File: src/rtl/adc_promediador.sv
// rtl/adc_promediador.sv - per-period averaging of interleaved Vdc1/Vdc2/Iref ADC samples
// Optional macro ADC_BYPASS_EN: pass samples straight through without averaging.
module adc_promediador #(
    parameter int N_PROM_LOG2 = 3
) (
    input  logic        clk,
    input  logic        rst,
    input  logic        trigger,
    input  logic        adc_valid,
    input  logic [1:0]  adc_canal,
    input  logic [11:0] adc_dato,
    output logic [11:0] Vdc1,
    output logic [11:0] Vdc2,
    output logic [11:0] Iref,
    output logic        dato_nuevo,
    output logic        incompleto,
    output logic        error_canal
);

    always_ff @(posedge clk or posedge rst) begin
        if (rst)
            error_canal <= 1'b0;
        else if (adc_valid && adc_canal == 2'd3)
            error_canal <= 1'b1;
    end

`ifdef ADC_BYPASS_EN

    logic carga_iref;

    assign incompleto = 1'b0;

    always_ff @(posedge clk or posedge rst) begin
        if (rst) begin
            Vdc1       <= '0;
            Vdc2       <= '0;
            Iref       <= '0;
            carga_iref <= 1'b0;
            dato_nuevo <= 1'b0;
        end else begin
            carga_iref <= adc_valid && adc_canal == 2'd2;
            dato_nuevo <= carga_iref;
            if (adc_valid) begin
                case (adc_canal)
                    2'd0:    Vdc1 <= adc_dato;
                    2'd1:    Vdc2 <= adc_dato;
                    2'd2:    Iref <= adc_dato;
                    default: ;
                endcase
            end
        end
    end

`else

    localparam int AW = 12 + N_PROM_LOG2;
    localparam int CW = N_PROM_LOG2 + 1;
    localparam logic [CW-1:0] CNT_FULL = CW'(1) << N_PROM_LOG2;
    localparam logic [AW:0]   HALF     = (AW + 1)'(1) << (N_PROM_LOG2 - 1);

    typedef enum logic [1:0] {ESPERA, ACUMULA, PUBLICA} estado_t;

    estado_t       estado_q, estado_d;
    logic [AW-1:0] acc_q [0:2];
    logic [CW-1:0] cnt_q [0:2];
    logic [2:0]    hit, acc_en;
    logic          clr, publica, marca_inc, todos_llenos;
    logic [11:0]   rnd [0:2];

    // A sample is only useful while its channel still lacks samples this period.
    always_comb begin
        hit          = '0;
        todos_llenos = 1'b1;
        for (int c = 0; c < 3; c++) begin
            hit[c] = adc_valid && adc_canal == 2'(c) && cnt_q[c] != CNT_FULL;
            if ((cnt_q[c] + CW'(hit[c])) != CNT_FULL)
                todos_llenos = 1'b0;
            rnd[c] = 12'(({1'b0, acc_q[c]} + HALF) >> N_PROM_LOG2);
        end
    end

    always_ff @(posedge clk or posedge rst) begin
        if (rst)
            estado_q <= ESPERA;
        else
            estado_q <= estado_d;
    end

    always_comb begin
        estado_d  = estado_q;
        clr       = 1'b0;
        acc_en    = '0;
        publica   = 1'b0;
        marca_inc = 1'b0;
        case (estado_q)
            ESPERA: begin
                if (trigger) begin
                    clr      = 1'b1;
                    estado_d = ACUMULA;
                end
            end
            ACUMULA: begin
                if (trigger) begin
                    clr       = 1'b1;
                    marca_inc = 1'b1;
                end else begin
                    acc_en = hit;
                    if (todos_llenos)
                        estado_d = PUBLICA;
                end
            end
            PUBLICA: begin
                publica  = 1'b1;
                clr      = trigger;
                estado_d = trigger ? ACUMULA : ESPERA;
            end
            default: estado_d = ESPERA;
        endcase
    end

    always_ff @(posedge clk or posedge rst) begin
        if (rst) begin
            for (int c = 0; c < 3; c++) begin
                acc_q[c] <= '0;
                cnt_q[c] <= '0;
            end
        end else begin
            for (int c = 0; c < 3; c++) begin
                if (clr) begin
                    acc_q[c] <= '0;
                    cnt_q[c] <= '0;
                end else if (acc_en[c]) begin
                    acc_q[c] <= acc_q[c] + AW'(adc_dato);
                    cnt_q[c] <= cnt_q[c] + CW'(1);
                end
            end
        end
    end

    // Publication reads the accumulators before any same-edge clear takes effect.
    always_ff @(posedge clk or posedge rst) begin
        if (rst) begin
            Vdc1       <= '0;
            Vdc2       <= '0;
            Iref       <= '0;
            dato_nuevo <= 1'b0;
            incompleto <= 1'b0;
        end else begin
            dato_nuevo <= publica;
            incompleto <= marca_inc;
            if (publica) begin
                Vdc1 <= rnd[0];
                Vdc2 <= rnd[1];
                Iref <= rnd[2];
            end
        end
    end

`endif

endmodule

File: config.mk
export PLATFORM = sky130hd
export DESIGN_NAME = adc_promediador
export DESIGN_NICKNAME = d
export VERILOG_FILES = /design/src/rtl/adc_promediador.sv
export SDC_FILE = /design/constraint.sdc
export NUM_CORES = 1
export LEC_CHECK = 0
export ABC_CLOCK_PERIOD_IN_PS = 3400
export BUFFER_PORTS_ARGS = -buffer_cell sky130_fd_sc_hd__buf_2
export CORE_ASPECT_RATIO = 0.8
export CORE_MARGIN = 2
export CORE_UTILIZATION = 45
export CTS_CLUSTER_SIZE = 25
export DETAILED_ROUTE_END_ITERATION = 16
export GPL_TIMING_DRIVEN = 0
export SLEW_MARGIN = 10
export SYNTH_ARGS = -nofsm -noshare
export SYNTH_HDL_FRONTEND = slang
export SYNTH_SLANG_ARGS = --single-unit
export TNS_END_PERCENT = 5
File: constraint.sdc
create_clock -name clk -period 3.4 [get_ports clk]
set_input_delay 0.34 -clock clk [delete_from_list [all_inputs] [get_ports clk]]
set_output_delay 0.34 -clock clk [all_outputs]
set_load 0.01 [all_outputs]
; ---- Word-level counts from Yosys, hierarchy flattened
; Index checks and enable logic that the tools add are counted.
[word_totals]
ff_bits = 98
latchBits = 0
ramBits = 0
mem_bits_ro = 0
inputBits = 18
out_inout_bits = 39
elab_cells = 79
memories = 0
[classes]
add_sub_neg = 12
multipliers = 0
div_mod_pow = 0
n_lt_le_gt_ge = 0
eq_ne = 14
shift = 0
muxes = 26
n_bitwise = 0
n_reduce_logical = 14
[ops]
columns = cell, count
row1 = 2-to-1 mux 15 bit, 6
row2 = adder 15 x 12 -> 15 bit, 3
row3 = adder 15 x 3 -> 15 bit (second input constant), 3
row4 = 2-to-1 mux 4 bit, 6
row5 = inequality test 4 bit (second input constant), 6
row6 = adder 4 x 1 -> 4 bit, 3
row7 = adder 4 x 1 -> 4 bit (second input constant), 3
row8 = logical AND 1 bit, 7
row9 = 2-to-1 mux 1 bit, 7
row10 = == test 2 bit (second input constant), 3
row11 = 2-to-1 mux 2 bit, 3
row12 = 2-to-1 mux 3 bit, 2
row13 = inequality test 2 bit (second input constant), 3
row14 = case mux 2 bit (3 select lines), 1
row15 = nonzero test 2 bit, 3
row16 = == test 2 x 1 -> 1 bit (second input constant), 2
row17 = logical NOT 2 bit, 2
row18 = AND reduction 3 bit, 1
row19 = case mux 1 bit (2 select lines), 1
row20 = OR reduction 2 bit, 1

; ---- Logic depth before layout (Yosys ltp)
; Gate-level depths: netlist (run 1).
[logic_depth]
depth_word = 11
depth_mapped = 11
mapped_depth_nobuf = 11

; ---- Worst setup path before layout (run 1)
; No wires, ideal clock.
[synth_timing]
kind = reg-to-reg
start = reg cnt_q[4] in the netlist's numbering
end = reg estado_q[1]
setup_ns = 0.072
arrival_time_ns = 2.680
required_time_ns = 3.328
slack_ns = 0.648
stages_incl_launch_ff = 12
n_path_buf = 0
synth_period_minus_slack_ns = 2.752
path_cell_list = dfrtp_1 inv_1 ha_1 and3b_1 nor3_1 ha_1 ha_1 or4_1 nor3_1 nand4_1 or4_1 nor2_1
[synth_between]
elab_chain_len = 8
[synth_rtl]
columns = element, line
row1 = start: declaration, 65  ; logic [CW-1:0] cnt_q [0:2];
row2 = start signal: indexed assignment, 134  ; cnt_q[c] <= cnt_q[c] + CW'(1);
row3 = inequality test 4 bit, 75  ; hit[c] = adc_valid && adc_canal == 2'(c) && cnt_q[c] != CNT_FULL;
row4 = logical AND 1 bit, 75
row5 = adder 4 x 1 -> 4 bit *, 76  ; if ((cnt_q[c] + CW'(hit[c])) != CNT_FULL)
row6 = inequality test 4 bit *, 76
row7 = 2-to-1 mux 1 bit * (2 in series), 76
row8 = inequality test 2 bit (no line) *, --
row9 = AND reduction 3 bit (no line) *, --
row10 = end signal: assignment, 86  ; estado_q <= estado_d;
row11 = end: declaration, 63  ; estado_t estado_q, estado_d;
; Every way passes the cells marked *; elsewhere a longest branch is shown, timed or not.
; A chain may end at the register's enable or synchronous reset.

; ---- Worst setup path in the final report (run 1)
; Same ends and word-level chain as after synthesis.

==> key figures, run 1 <==
Outcome
  • Status: complete, no violations

Placement
  • I/O Buffers: 55
  • Placed cells: ~960
  • Setup WS pre-CTS: between 300 and 400 ps
  • Area after DPL: a little under 0.007 mm^2
  • Final GP Congestion: ~0.93
  • Detailed Place HPWL: 12.8 mm

Cells and area
  • Commonest cells after routing, fill and taps aside: dfrtp_1, nand2_1, nand3_1
  • Fin nets: 860
  • Fin cells: just under 1,000
  • Layout cells sized above 1: 9.84%
  • Final instance area: just over 0.007 mm^2
  • Leading cell type in the layout, fill and taps excluded: dfrtp_1
  • Fillers: 1,327
  • ANT cells: 0
  • Area Overhead vs Synth: 13.7%
  • Post-layout util: 52.9%

Yosys
  • Asr flop ratio synth: 100%
  • Post-synth design cell area: approximately 0.0064 mm^2
  • Leading area contributor after synthesis: dfrtp_1
  • Synth Area per Inst: a little under 9 um^2
  • Post-synth top area share: slightly below 40%
  • Seq/Total Area, Yosys: between 30% and 40%
  • Yosys Warn Count: 0
  • Largest cells by area after synthesis: dfrtp_1, ha_1, nand2_1, nand3_1, o21ai_0
  • Synthesized flop and latch total: ~100
  • Post-Syn Nets: slightly below 800
  • Distinct cells, synth: 50
  • Synth Instances: just over 700
  • Synth Flop Type: dfrtp_1
  • Number of synthesized flops with an enable pin: 0

GRT
  • Met1 Use GR: 34.8%
  • Vias in the first global route: 5,130
  • Grt ovf: 0
  • Met2 Resource Use GR: between 30 and 40%
  • First-pass GRT wire length: ~28 mm
  • All-layer global routing usage: a little under a quarter
  • Largest net degree at the start of global routing: 55
  • Initial antenna violation count: 0
  • GR peak layer: met1
  • Grt met3 use: ~5.4%

Clock network
  • Clock-pin slew on the worst setup and hold paths: ~70 ps
  • TritonCTS Buffers: 9
  • CTS sink cnt: 98
  • CTS tree: built
  • Hold Buf Count CTS: 0
  • Post-CTS setup buffers: 0
  • # H-tree levels: 3
  • Deepest clock path buffer count: 2
  • CTS root buffer: clkbuf_16
  • Post-CTS resize count: 0
  • Worst-Skew Late Latency: about 360 ps

Detailed routing
  • DR DRC count: 0
  • WL final: approximately 17 mm
  • DRT Pass-1 Iters: 5
  • Initial DRC count: ~330
  • Routed vias/inst: approximately 5.7
  • Detail Route Antenna Nets: 0
  • Wirelength per Cell: approximately 18 um
  • Via count: roughly 5,600

Timing
  • Fmax: 331 MHz
  • Hold Fails Final Rpt: 0
  • Final worst setup slack: 377 ps
  • Worst slew margin: about a quarter
  • Max Slew Vio Count: 0
  • Tmin final: between 3000 and 4000 ps
  • Worst Max-Slew Pin Slew: about 1100 ps
  • Skew final: around 6 ps
  • Endpoints failing setup: 0
  • Tcrit/Tclk final: about nine tenths
  • Final hold slack: roughly 38 ps
  • RSZ-0062 raised after global routing: false

Critical path
  • Worst path cell trace: inv_1 -> ha_1 -> and3b_1 -> nor3_1 -> ha_1 -> ha_1 -> or4_1 -> nor3_1 -> nand4_1 -> or4_1 -> nor2_1
  • Delay-heaviest family, CP: simple AND/OR/NAND/NOR gates
  • Endpoint type of the worst setup path: flop
  • CP bufs+invs: 1
  • Startpoint types: flop
  • Max stage delay on crit path: between 500 and 600 ps
  • Worst Path Required: ~3700 ps
  • CP Max Fanout: 6
  • Setup Crit Path Kind: reg2reg
  • Crit path DAT: ~3300 ps
  • Cell mode on critical path: ha_1
  • CP max-delay cell: or4_1

Worst hold path
  • Worst Hold Class: in2async

Power
  • Peak VDD IR: 250 uV
  • Pwr Density: about 380 mW/mm^2
  • Switching power total: a little over 700 uW
  • Combinational power share: around 12%
  • Switch share: 26.3%
  • Sequential share of power: 44.3%
  • Lkg Pwr: between 0.003 and 0.004 uW
  • Internal power: just over 2000 uW
  • Clock power share: 43.3%

Floorplanning
  • Starting Density: a little under half
  • Die Ht: 110 um
  • Full die area: about 0.015 mm^2
  • I/O pin cnt: 57
  • Row cnt: 38
  • Die width: about 140 um
  • Total core area: between 0.01 and 0.015 mm^2

Job
  • Max cap viols: 0
## final cells by class
type                            count  area [um^2]  share of cell area [%]
Inverter                           19         73.8                    1.02
Clock inverter                      6          115                    1.59
Multi-Input combinational cell    573         3730                    51.5
Clock buffer                       10          229                    3.16
Buffer                             31          119                    1.64
Tap cell                          180          225                    3.11
Timing Repair Buffer               56          303                    4.18
Sequential cell                    98         2450                    33.9
## routing by layer
layer  up-vias  share of wire (%)
met5         -                  0
met4         0                2.7
met3        24                6.9
met2       149                 43
met1      2628                 48
li1       2757                  -
## registers in the layout, indices dropped and copies added (netlist names)
signal / cells
acc_q: 45
Iref: 12
Vdc1: 12
Vdc2: 12
cnt_q: 12
estado_q: 2
dato_nuevo: 1
error_canal: 1
incompleto: 1
## kinds of logic after synthesis
group / synth area share, %
AOI/OAI and AO/OA: 18.0
xor gates and xnor gates: 8.11
adders and majority gates: 11.0
buffers and inverters: 2.99
DFF: 38.5
muxes: 0.943
and+or+nand+nor: 20.5
## cell usage after synthesis (all sizes together) (3+ instances only)
cell    instances
nor2           34
a211oi         17
o21a            6
and3b           3
and2            3
nand2b          7
nand3          67
inv            19
a21oi          30
nand2          91
or4             9
nor4            6
clkbuf         26
and3            8
o21bai          5
nor3b           6
buf             5
a21o           12
xor2           30
a31oi           5
a211o           5
o211ai          4
dfrtp          98
fa              3
xnor2          29
o31ai           6
ha             51
mux2i           6
o21ai          80
nor3           18
nand4          13
## worst reg2reg max path, stage by stage, from the launching register on
cell and delay [ps]:
dfrtp_1 480, inv_1 70, ha_1 190, and3b_1 200
nor3_1 180, ha_1 190, ha_1 230, or4_1 520
nor3_1 140, nand4_1 130, or4_1 520, nor2_1 100
## per-stage QoR
| stage | TNS, ps | power [uW] |
|---|---|---|
| final | 0 | 2760 |
| after global routing | 0 | 2880 |
| after CTS | 0 | 2780 |
| after detailed placement | 0 | 1580 |
| after global placement | -63810 | 1570 |
| after floorplan | 0 | 1470 |
## power groups by stage
stage | clock [uW] | combinational, uW | sequential (uW)
finish | 1190 | 341 | 1220
floorplan | 0 | 240 | 1230
detailed placement | 0 | 337 | 1240
CTS | 1220 | 339 | 1220
global placement | 0 | 324 | 1240
global route | 1270 | 384 | 1230
## final timing paths
check,startpoint,to,slack (ps),cells after the start
max reg2reg,cnt_q[4],estado_q[1],380,11
max in group asynchronous,rst,cnt_q[1],2680,3
min reg2reg,Vdc1[0],Vdc1[0],470,2
min,rst,Vdc2[6],40,2
min in group clk,trigger,incompleto,270,3
max,cnt_q[4],estado_q[1],380,11
Power figures use the tool's default switching activity.
==> run 2: changes to the inputs <==
- ABC_CLOCK_PERIOD_IN_PS: 3400 -> 2740
- CTS_BUF_LIST: not set -> sky130_fd_sc_hd__clkbuf_8
- PLACE_DENSITY: not set -> 0.66
- clock period: 3.4 -> 2.74 ns (I/O delays scaled with it)
==> key figures, run 2 (synthesis gave the netlist of run 1 again) <==
Outcome
  • Status: finished with violations
  • Failing checks: negative setup slack

Detailed routing
  • Routed vias/inst: between 5 and 6
  • DRT Pass-1 Iters: 5
  • Wirelength per Cell: around 18 um
  • Initial DRC count: roughly 510
  • Detail Route Antenna Nets: 0
  • Via count: ~5,700
  • DR DRC count: 0
  • WL final: 17.7 mm

Timing
  • RSZ-0062 raised after global routing: true
  • Endpoints failing setup: 1
  • Skew final: between 15 and 20 ps
  • Hold Fails Final Rpt: 0
  • Fmax: around 360 MHz
  • Final hold slack: 157 ps
  • Tmin final: roughly 2800 ps
  • Tcrit/Tclk final: 102%
  • Max Slew Vio Count: 0
  • Worst slew margin: a little over 40%
  • Setup_tns: -43.4 ps
  • Final worst setup slack: -43.4 ps
  • Worst Max-Slew Pin Slew: 882 ps

Clock network
  • TritonCTS Buffers: 9
  • CTS tree: built
  • Deepest clock path buffer count: 2
  • CTS root buffer: clkbuf_8
  • # H-tree levels: 3
  • Worst-Skew Late Latency: ~400 ps
  • Clock-pin slew on the worst setup and hold paths: around 110 ps
  • CTS sink cnt: 98

Floorplanning
  • Die width: 137 um
  • Row cnt: 38
  • Die Ht: 110 um
  • Total core area: between 0.01 and 0.015 mm^2
  • I/O pin cnt: 57
  • Starting Density: a little under half
  • Full die area: 0.0151 mm^2

Cells and area
  • Fin nets: approximately 870
  • Reg with most FFs: acc_q
  • ANT cells: 0
  • Max FFs per register: 45
  • Leading cell type in the layout, fill and taps excluded: dfrtp_1
  • Area Overhead vs Synth: 13.7%
  • Layout cells sized above 1: between 10% and 20%
  • Fillers: 1,297
  • Commonest cells after routing, fill and taps aside: dfrtp_1, nand2_1, nand3_1
  • Final instance area: 0.00724 mm^2

Power
  • Peak VDD IR: about 230 uV
  • Pwr Density: between 400 and 500 mW/mm^2
  • Lkg Pwr: between 0.003 and 0.004 uW

Placement
  • I/O Buffers: 55
  • Area after DPL: 0.00691 mm^2
  • Setup WS pre-CTS: -242 ps
  • Final GP Congestion: between 0.9 and 1
  • Detailed Place HPWL: roughly 13 mm

Critical path
  • Worst path cell trace: inv_2 -> ha_2 -> and3b_2 -> nor3_2 -> ha_2 -> ha_4 -> or4_4 -> nor3_2 -> nand4_1 -> or4_1 -> nor2_1
  • Startpoint types: flop
  • Endpoint type of the worst setup path: flop
  • Max stage delay on crit path: around 420 ps
  • Crit path DAT: around 3100 ps
  • CP Max Fanout: 3
  • Critical Path Start: cnt_q[4]
  • Setup Crit Path Kind: reg2reg
  • Worst Path Required: around 3100 ps
  • Worst R2R Start: cnt_q[4]
  • CP max-delay cell: dfrtp_2

Job
  • Max cap viols: 0

GRT
  • All-layer global routing usage: 23.9%
  • Grt ovf: 0
  • Vias in the first global route: 5,260
  • Largest net degree at the start of global routing: 37
  • Initial antenna violation count: 0
  • First-pass GRT wire length: 27.9 mm

Worst hold path
  • Critical hold path startpoint: trigger
  • Worst Hold Class: in2reg
-- run 2: worst paths after layout --
| check | to | slack [ps] | depth (start not counted) |
|---|---|---|---|
| worst min-delay path | incompleto | 160 | 3 |
| worst max register to register | estado_q[1] | -40 | 11 |
| max in group asynchronous | cnt_q[9] | 1310 | 5 |
| worst max-delay path | estado_q[1] | -40 | 11 |
| min in group asynchronous | Iref[9] | 540 | 3 |
| worst min register to register | Vdc2[3] | 480 | 2 |
-- run 2: critical path, delay by kind of cell (launching register included) --
kind / cells / cell delay (ps)
simple gates: 7 / 1670
fa+ha+maj: 3 / 590
flops: 1 / 420
buf+inv: 1 / 40
-- run 2: power by group --
group	switching [uW]	internal, uW
registers	41.8	1470
clock network	599	347
logic	287	163
-- run 2: layout make-up --
| class | instances | area (um^2) | share of cell area [%] |
|---|---|---|---|
| clock buffer | 9 | 124 | 1.71 |
| clock inverter | 7 | 58.8 | 0.812 |
| sequential | 98 | 2450 | 33.9 |
| inverter | 19 | 75.1 | 1.04 |
| tap | 180 | 225 | 3.11 |
| timing repair buffer | 65 | 378 | 5.22 |
| multi-input combinational | 573 | 3810 | 52.6 |
| buffer | 31 | 120 | 1.66 |
-- run 2: what timing repair did --
item / CTS / global route
endpoints found under the hold margin: 14 / 0
buffers inserted: 4 / 3
setup endpoints to repair: 4 / 7
pin swaps: 0 / 10
hold buffers: 1 / 0
resized for setup: 3 / 19
-- run 2: metal layers --
| layer | wire length, um | share of wire [%] | vias up | global-route usage (%) |
|---|---|---|---|---|
| met2 | 7830 | 44 | 167 | 34.4 |
| met3 | 1240 | 7.0 | 30 | 6.01 |
| li1 | - | - | 2771 | - |
| met4 | 334 | 1.9 | 0 | 7.15 |
| met5 | 0 | 0 | - | 0 |
| met1 | 8270 | 47 | 2778 | 35.2 |
-- run 2: stage by stage --
step                total power (uW)  util, %  instances
CTS                             2910     52.2        979
global placement                1950     50.2        956
floorplan                       1830        -        721
detailed placement              1970     50.5        958
finish                          2910     52.9        982
global route                    3050     52.9        982
==> run 3: changes to the inputs <==
- CELL_PAD_IN_SITES_DETAIL_PLACEMENT: not set -> 2
- CELL_PAD_IN_SITES_GLOBAL_PLACEMENT: not set -> 2
- CORE_UTILIZATION: 45 -> 35
- PLACE_DENSITY: 0.66 -> not set
- PLACE_DENSITY_LB_ADDON: not set -> 0.1
==> key figures, run 3 (synthesis gave the netlist of run 1 again) <==
Critical path
  • Worst reg2reg path depth: 11
  • CP Max Fanout: 2
  • Worst Path Required: approximately 3100 ps
  • Startpoint types: flop
  • Endpoint type of the worst setup path: flop
  • Setup Crit Path Kind: reg2reg
  • Crit path DAT: 3010 ps

GRT
  • All-layer global routing usage: between 20% and 30%
  • Largest net degree at the start of global routing: 38
  • Grt ovf: 0
  • First-pass GRT wire length: roughly 34 mm
  • Initial antenna violation count: 0
  • Vias in the first global route: approximately 6,300

Floorplanning
  • Row cnt: 44
  • Full die area: between 0.015 and 0.02 mm^2
  • Die Ht: between 100 and 150 um
  • Die width: ~150 um
  • Starting Density: a little over a third
  • I/O pin cnt: 57
  • Total core area: approximately 0.018 mm^2

Cells and area
  • Max FFs per register: 45
  • Final instance area: 0.00736 mm^2
  • Leading cell type in the layout, fill and taps excluded: dfrtp_1
  • Layout cells sized above 1: 13.3%
  • Post-layout util: slightly above 40%
  • Reg with most FFs: acc_q
  • Fin nets: ~870
  • ANT cells: 0
  • Area Overhead vs Synth: 15.6%
  • Commonest cells after routing, fill and taps aside: dfrtp_1, nand2_1, nand3_1

Timing
  • Fmax: about 370 MHz
  • Worst slew margin: 37.1%
  • Worst Max-Slew Pin Slew: between 900 and 1000 ps
  • Final hold slack: 24.6 ps
  • Tcrit/Tclk final: between 90% and 100%
  • Skew final: approximately 11 ps
  • Hold Fails Final Rpt: 0
  • RSZ-0062 raised after global routing: true
  • Tmin final: between 2000 and 3000 ps
  • Max Slew Vio Count: 0
  • Endpoints failing setup: 0
  • Setup_tns: 0 ps

Detailed routing
  • Routed vias/inst: 5.57
  • WL final: 20.8 mm
  • Wirelength per Cell: 20.2 um
  • Initial DRC count: between 200 and 250
  • DR DRC count: 0
  • DRT Pass-1 Iters: 4
  • Detail Route Antenna Nets: 0
  • Via count: 5,751

Clock network
  • CTS tree: built
  • # H-tree levels: 3
  • TritonCTS Buffers: 9
  • Clock-pin slew on the worst setup and hold paths: about 100 ps
  • CTS root buffer: clkbuf_8
  • Worst-Skew Late Latency: between 300 and 400 ps
  • CTS sink cnt: 98
  • Deepest clock path buffer count: 2
  • Hold Buf Count CTS: 0

Power
  • Peak VDD IR: 225 uV
  • Pwr Density: 422 mW/mm^2
  • Pwr Total: roughly 3100 uW
  • Lkg Pwr: around 0.0033 uW

Job
  • Max cap viols: 0

Placement
  • Area after DPL: 0.00698 mm^2
  • Detailed Place HPWL: between 15 and 20 mm
  • I/O Buffers: 55
  • Final GP Congestion: about 0.84

Worst hold path
  • Worst Hold Class: in2async

Outcome
  • Status: complete, no violations
run 3: cell types whose count changed in the layout (fill, tap and decap cells not counted), moves of 2 or more:
| cell | change |
|---|---|
| ha_1 | +2 |
| bufinv_16 | +2 |
| inv_6 | -3 |
| clkbuf_8 | +3 |
| ha_2 | -2 |
run 3: layout make-up:
type                       count  area [um^2]
tap                          230          288
timing repair buffer          65          375
inverter                      19         75.1
clock inverter                 4         72.6
fill                        2022        10600
clock buffer                  12          165
buffer                        31          121
multi-input combinational    573         3810
sequential                    98         2450
run 3: through the flow:
stage / worst slack [ps] / instances
floorplan: -11.7 / 721
global placement: -277 / 1006
detailed placement: -365 / 1008
CTS: -55.9 / 1032
global route: -62.5 / 1032
finish: 50.2 / 1032
run 3: worst paths after layout:
check	from	endpoint	slack (ps)
max in group asynchronous	rst	cnt_q[4]	1820
hold reg to reg	error_canal	error_canal	470
min in group clk	trigger	incompleto	180
setup / recovery	cnt_q[1]	estado_q[1]	50
setup reg to reg	cnt_q[1]	estado_q[1]	50
hold / removal	rst	Iref[8]	20
run 3: report_power, final:
group	switching (uW)	internal [uW]
clock	535	588
combinational	302	163
sequential	43.2	1470
run 3: timing repair:
| action | 4_1_cts | 5_1_grt |
|---|---|---|
| pin swaps | 12 | 4 |
| endpoints found under the setup margin | 11 | 11 |
| setup buffers | 8 | 0 |
| gates resized for setup | 17 | 9 |
run 3: metal layers:
layer	GRT usage, %	wire (um)
met5	0	0
met1	31.7	10300
met3	3.58	506
met4	5.23	345
met2	37.4	9630
run 3: worst max-delay path: stages, from the launching register on:
cell     delay [ps]
dfrtp_1         390
inv_2            70
ha_4            150
and3b_2         200
nor3_2          110
ha_2            230
ha_4            200
or4_4           470
nor3_2          110
nand4_1         140
or4_1           420
nor2_1          120
